**config.mk**
```make
export PLATFORM = sky130hd
export DESIGN_NAME = select_mem_port
export DESIGN_NICKNAME = d
export VERILOG_FILES = /design/src/rtl/select_mem_port.sv
export SDC_FILE = /design/constraint.sdc
export NUM_CORES = 1
export LEC_CHECK = 0
export ABC_AREA = 0
export CAP_MARGIN = 5
export CORE_MARGIN = 5
export CORE_UTILIZATION = 36
export DETAILED_ROUTE_END_ITERATION = 10
export PLACE_DENSITY = 0.82
export SLEW_MARGIN = 10
export SYNTH_ARGS = -nofsm -noshare
export SYNTH_HDL_FRONTEND = slang
export SYNTH_SLANG_ARGS = --single-unit
```
**constraint.sdc**
```tcl
create_clock -name clk -period 2.5 [get_ports clk]
set_input_delay 0.5 -clock clk [delete_from_list [all_inputs] [get_ports clk]]
set_output_delay 0.5 -clock clk [all_outputs]
set_load 0.05 [all_outputs]
```
**src/rtl/select_mem_port.sv**
```systemverilog
// select_mem_port: memory access sequencer fed by the select register.
//
// Samples the selected address, write data and access kind on a read or write
// command, then holds a req/ack handshake with the main store. Read data is
// kept in a holding register; completion is a one-cycle mem_done pulse.
//
// Optional feature macro: SELECT_MEM_TIMEOUT_EN
//   defined   - REQ gives up after TIMEOUT_CYCLES cycles without ack, mem_err=1
//   undefined - REQ waits indefinitely, mem_err tied low, no counter
//
// Ports:
//   clk, reset            clock, asynchronous active-high reset
//   do_mem_read/write     command strobes (write wins if both high)
//   reg_select_value      address sampled on an accepted command
//   write_data            data sampled on an accepted command
//   mem_req/we/addr/wdata request to the memory, all registered
//   mem_ack, mem_rdata    memory completion and read data
//   read_data             last successfully read word
//   mem_busy              sequencer not idle
//   mem_done, mem_err     completion pulse and its timeout qualifier
module select_mem_port #(
    parameter int unsigned ADDR_WIDTH     = 12,
    parameter int unsigned DATA_WIDTH     = 32,
    parameter int unsigned TIMEOUT_CYCLES = 255
) (
    input  logic                  clk,
    input  logic                  reset,
    input  logic                  do_mem_read,
    input  logic                  do_mem_write,
    input  logic [ADDR_WIDTH-1:0] reg_select_value,
    input  logic [DATA_WIDTH-1:0] write_data,
    output logic                  mem_req,
    output logic                  mem_we,
    output logic [ADDR_WIDTH-1:0] mem_addr,
    output logic [DATA_WIDTH-1:0] mem_wdata,
    input  logic                  mem_ack,
    input  logic [DATA_WIDTH-1:0] mem_rdata,
    output logic [DATA_WIDTH-1:0] read_data,
    output logic                  mem_busy,
    output logic                  mem_done,
    output logic                  mem_err
);

    if (TIMEOUT_CYCLES < 1 || TIMEOUT_CYCLES > 65535) begin : g_bad_timeout
        $error("TIMEOUT_CYCLES must be in 1..65535");
    end

    typedef enum logic [1:0] {StIdle, StReq, StDone} state_e;

    state_e                state_q, state_d;
    logic                  req_q, req_d;
    logic                  busy_q, busy_d;
    logic                  done_q, done_d;
    logic                  we_q, we_d;
    logic [ADDR_WIDTH-1:0] addr_q, addr_d;
    logic [DATA_WIDTH-1:0] wdata_q, wdata_d;
    logic [DATA_WIDTH-1:0] rdata_q, rdata_d;

`ifdef SELECT_MEM_TIMEOUT_EN
    // Counter value on the REQ edge that exhausts the wait budget.
    localparam logic [15:0] TimeoutLast = 16'(TIMEOUT_CYCLES - 1);

    logic [15:0] cnt_q, cnt_d;
    logic        err_q, err_d;
`endif

    always_comb begin
        state_d = state_q;
        we_d    = we_q;
        addr_d  = addr_q;
        wdata_d = wdata_q;
        rdata_d = rdata_q;
`ifdef SELECT_MEM_TIMEOUT_EN
        cnt_d   = cnt_q;
        err_d   = err_q;
`endif
        unique case (state_q)
            StIdle: begin
                if (do_mem_write || do_mem_read) begin
                    state_d = StReq;
                    we_d    = do_mem_write;
                    addr_d  = reg_select_value;
                    wdata_d = write_data;
`ifdef SELECT_MEM_TIMEOUT_EN
                    cnt_d   = '0;
                    err_d   = 1'b0;
`endif
                end
            end
            StReq: begin
                // Ack on the limit edge still wins over the timeout.
                if (mem_ack) begin
                    state_d = StDone;
                    if (!we_q) begin
                        rdata_d = mem_rdata;
                    end
                end
`ifdef SELECT_MEM_TIMEOUT_EN
                else if (cnt_q == TimeoutLast) begin
                    state_d = StDone;
                    err_d   = 1'b1;
                end else begin
                    cnt_d = cnt_q + 16'd1;
                end
`endif
            end
            StDone: begin
                state_d = StIdle;
            end
            default: begin
                state_d = StIdle;
            end
        endcase

        // Status outputs are flopped copies of the next state.
        req_d  = (state_d == StReq);
        busy_d = (state_d != StIdle);
        done_d = (state_d == StDone);
    end

    always_ff @(posedge clk or posedge reset) begin
        if (reset) begin
            state_q <= StIdle;
            req_q   <= 1'b0;
            busy_q  <= 1'b0;
            done_q  <= 1'b0;
            we_q    <= 1'b0;
            addr_q  <= '0;
            wdata_q <= '0;
            rdata_q <= '0;
        end else begin
            state_q <= state_d;
            req_q   <= req_d;
            busy_q  <= busy_d;
            done_q  <= done_d;
            we_q    <= we_d;
            addr_q  <= addr_d;
            wdata_q <= wdata_d;
            rdata_q <= rdata_d;
        end
    end

`ifdef SELECT_MEM_TIMEOUT_EN
    always_ff @(posedge clk or posedge reset) begin
        if (reset) begin
            cnt_q <= '0;
            err_q <= 1'b0;
        end else begin
            cnt_q <= cnt_d;
            err_q <= err_d;
        end
    end

    assign mem_err = err_q;
`else
    assign mem_err = 1'b0;
`endif

    assign mem_req   = req_q;
    assign mem_busy  = busy_q;
    assign mem_done  = done_q;
    assign mem_we    = we_q;
    assign mem_addr  = addr_q;
    assign mem_wdata = wdata_q;
    assign read_data = rdata_q;

endmodule
```
# --- After elaboration in Yosys (flattened, before gate mapping) ---
# Index checks and enable logic that the tools add are counted.
op_classes:
  eq_ne: 3
  muxes: 3
  bitwise_logic: 1
  n_reduce_logical: 5
ops:
  columns: ["operator", "count"]
  rows:
  - ["2-bit by 1-bit == test with 1-bit output (second input constant)", 2]
  - ["2-bit 2-to-1 mux", 2]
  - ["2-bit one-hot mux with 2 select lines", 1]
  - ["3-bit AND reduction", 1]
  - ["2-bit == test (second input constant)", 1]
  - ["2-bit logical NOT", 1]
  - ["2-bit AND reduction", 1]
  - ["2-bit nonzero test", 1]
  - ["1-bit logical OR", 1]
  - ["1-bit inverter", 1]
totals:
  register_bits: 82
  in_bits: 81
  output_inout_bits: 81
  word_cells: 20

# --- Depth between registers and ports, before layout ---
depth:
  ltp_word: 4
  ltp_mapped: 5
  depth_no_buf: 3

# --- Worst setup path after synthesis ---
# No wires, ideal clock.
synth_timing:
  path_type: "register to register"
  from: "reg we_q (netlist: mem_we)"
  to: "reg rdata_q[10] (netlist: read_data[10])"
  setup_ns: 0.125
  t_arrival_ns: 1.425
  t_required_ns: 2.375
  setup_slack_ns: 0.951
  path_stages_with_launch: 4
  path_buffers: 1
  period_less_slack_ns: 1.549
  path_cell_list: "dfrtp_1 nor3_4 buf_6 mux2_2"
synth_between:
  elab_chain_cells: 2
synth_lines:
  columns: ["item", "line", "rtl"]
  rows:
  - ["from (decl)", "54", "logic we_q, we_d;"]
  - ["from (signal assigned)", "136", "we_q <= we_d;"]
  - ["1-bit inverter (no line)", null, null]
  - ["3-bit AND reduction (no line)", null, null]
  - ["to (signal assigned)", "139", "rdata_q <= rdata_d;"]
  - ["to (decl)", "57", "logic [DATA_WIDTH-1:0] rdata_q, rdata_d;"]
# Every way passes these cells.
# A chain may end at the register's enable or synchronous reset.

# --- Worst setup path in the final report ---
layout_timing:
  from: "reg we_q (netlist: mem_we)"
  to: "out mem_we"
layout_rtl:
  columns: ["item", "line", "rtl"]
  rows:
  - ["to (decl)", "33", "output logic mem_we,"]
# No word-level cell between the ends.

==> flow_metrics.tcl <==
set metrics [dict create \
    cp_cell_sequence "clkdlybuf4s50_1" \
    ctsResizeCount 0 \
    yosysMostFrequentCell "dfrtp_1" \
    hold_ws_ns 0.4976 \
    setup_tns_ns 0 \
    postCtsSetupBuffers 0 \
    fin_crit_ns 2.115 \
    drv_cap 0 \
    slew-limit-headroom_pct 58.51 \
    die_x_um 105.4 \
    drv_slew 0 \
    cp_num_buf_inv 1 \
    cpMaxStageDelayCell "clkdlybuf4s50_1" \
    wl_met3_um 494 \
    worstReg2RegStart "state_q[1]" \
    netlist_top_cells_count "82 x dfrtp_1, 40 x mux2_4, 34 x mux2_2" \
    netSwitchingFraction_pct 47.07 \
    cts.clk_slew.worst_paths_ns 0.07 \
    peakVddDrop_uv 689.0 \
    io_pins 162 \
    n_antenna_cell 0 \
    nets 429 \
    dp_cells 445 \
    leakage_uw 0.002172 \
    yosysTopAreaCell "dfrtp_1" \
    dieArea_um2 11110 \
    cts_buffer_depth 2 \
    layoutNonFillerInstCount 460 \
    clk_latency_ns 0.34 \
    pwr-share-clk_pct 10.0 \
    grt_max_degree 45 \
    synth_flop_cell "dfrtp_1" \
    synth_area_leaders "dfrtp_1 63%, mux2_4 18%, mux2_2 12%" \
    startpoint_type "register" \
    p_int_uw 4251 \
    cts_made_buffers 9 \
    hp-class "reg -> reg" \
    arrival_ns 1.62 \
    cp_top_family "buffers and inverters" \
    power.density_nw_per_um2 1568 \
    place_congestion 0.6787 \
    yosysSeqAreaShare_pct 62.62 \
    holdPathEnd "read_data[15]" \
    critPathMaxFanout 3 \
    highest_layer "met4" \
    antenna_found_initial 0 \
    cts.sinks 82 \
    syn-mean-instance-area_um2 18.10 \
    switchingPower_uw 3780 \
    synth.top_cell.area_share_pct 62.62 \
    grt_first_pass_wirelength_um 12590 \
    wire_per_inst_um 16.96 \
    grtUsageTotal_pct 14.35 \
    ys_types 17 \
    max_stage_delay_ns 0.85 \
    reg2reg_to "mem_addr[7]" \
    syn_nets 262 \
    timing.final.crit_share_pct 84.60 \
    first_global_vias 2368 \
    cp.depth 1 \
    port_buffers 160 \
    async_flop_share_pct 100.0 \
    met2_length_um 4092 \
    drt-met1-wl_um 3100 \
    cts_max_level 3 \
    pwr-share-seq_pct 29.1 \
    syn_area_um2 3277 \
    vias_per_cell 4.554 \
    yosys_warnings 0 \
    endpoint_kind "primary output" \
    worstHoldStart "read_data[15]" \
    cts_root_buf "clkbuf_8" \
    reg2regPathDepth 4 \
    cts_tree "done" \
    totalWireLength_um 7801 \
    grt-ovfl-total 0 \
    dr.pass1.iters 4 \
    combPwrFrac_pct 60.9 \
    initial_core_util_pct 37.21 \
    drc 0 \
    outcome "complete, no violations" \
    syn2layout_area_growth_pct 56.28 \
    totalPowerFinal_uw 8030 \
    dp_hpwl_um 5934 \
    reg2reg_slack_ns 0.89 \
    rsz0062_at_grt "no" \
    dr.first_iter.drc_count 42 \
    tightestPinTransition_ns 0.6211 \
    vias 2095 \
    postCtsHoldBufs 0 \
    hold_violations 0 \
    synth_edf_count 0 \
    ys_ff_latch 82 \
    critPathRequiredTime_ns 2.00 \
    holdPathStages 1 \
    die-height_um 105.4 \
    synthCells 181 \
    fmax_mhz 472.8 \
    rows 34 \
    ant_nets 0 \
    drive_gt1_share_pct 27.84 \
    finClkSkew_ns 0.01116 \
    coreArea_um2 8806 \
    crit_type "reg -> out" \
    setup_viol 0 \
]
[cell usage in the layout, fill, tap and decap left out]
master	synthesis	layout
nor2_1	3	3
clkinv_2	0	2
conb_1	1	1
nor3_4	1	1
a211oi_1	2	2
nor3_1	1	1
o21a_2	0	1
buf_12	4	3
clkinvlp_4	0	4
a22o_2	1	1
mux2_4	40	40
buf_4	1	2
dfrtp_1	82	82
clkbuf_8	0	9
clkdlybuf4s50_1	0	160
nor2_2	1	1
nand2_1	2	2
mux2_2	34	34
mux2_1	2	2
clkbuf_1	0	1
[per-stage QoR]
step	cell area [um2]	setup WS [ns]	utilization [%]
after floorplan	3281	0.9506	-
after global placement	4961	0.4402	56.34
after detailed placement	4961	0.3662	56.34
after CTS	5121	0.3330	58.16
after global routing	5121	0.3215	58.16
final	5121	0.3849	58.16
[registers in the layout, summed over array words and instances, names as in the netlist]
signal,flops
mem_req,1
mem_done,1
read_data,32
mem_busy,1
state_q,2
mem_we,1
mem_wdata,32
mem_addr,12
[power by group through the flow]
stage / clock, uW / combinational (uW) / sequential [uW]
5_1_grt: 899 / 5060 / 2440
6_report: 804 / 4890 / 2340
2_1_floorplan: 0 / 1090 / 4590
3_3_place_gp: 0 / 4870 / 2340
4_1_cts: 840 / 4940 / 2360
3_5_place_dp: 0 / 4930 / 2360
[final cells by class]
cell class,instances,area (um2)
clock buffer,10,127.6
clock inverter,5,32.53
fill,719,3685
inverter,1,7.507
multi-input combinational,89,1090
sequential,82,2052
tap,108,135.1
timing repair buffer,165,1677
[routing by layer]
layer	track usage, %	up-vias
li1	-	961
met1	16.88	1048
met2	24.77	78
met4	5.623	0
met3	4.095	8
met5	0	-
[worst max path at each step]
stage | from | to
3_5_place_dp | mem_ack | read_data[0]
5_1_grt | mem_we | mem_we
4_1_cts | mem_we | mem_we
6_report | mem_we | mem_we
3_3_place_gp | mem_ack | read_data[5]
2_1_floorplan | mem_we | read_data[10]
[cells by family (layout without fill, tap and decap cells)]
| logic type | after synthesis | after routing | synth area share (%) |
|---|---|---|---|
| other | 1 | 1 | 0.1144 |
| multiplexers | 76 | 76 | 30.70 |
| AO/OA/AOI/OAI | 4 | 4 | 0.9927 |
| flip-flops | 82 | 82 | 62.62 |
| buffers and inverters | 10 | 181 | 4.162 |
| AND/OR/NAND/NOR | 8 | 8 | 1.413 |
Power figures use the tool's default switching activity.
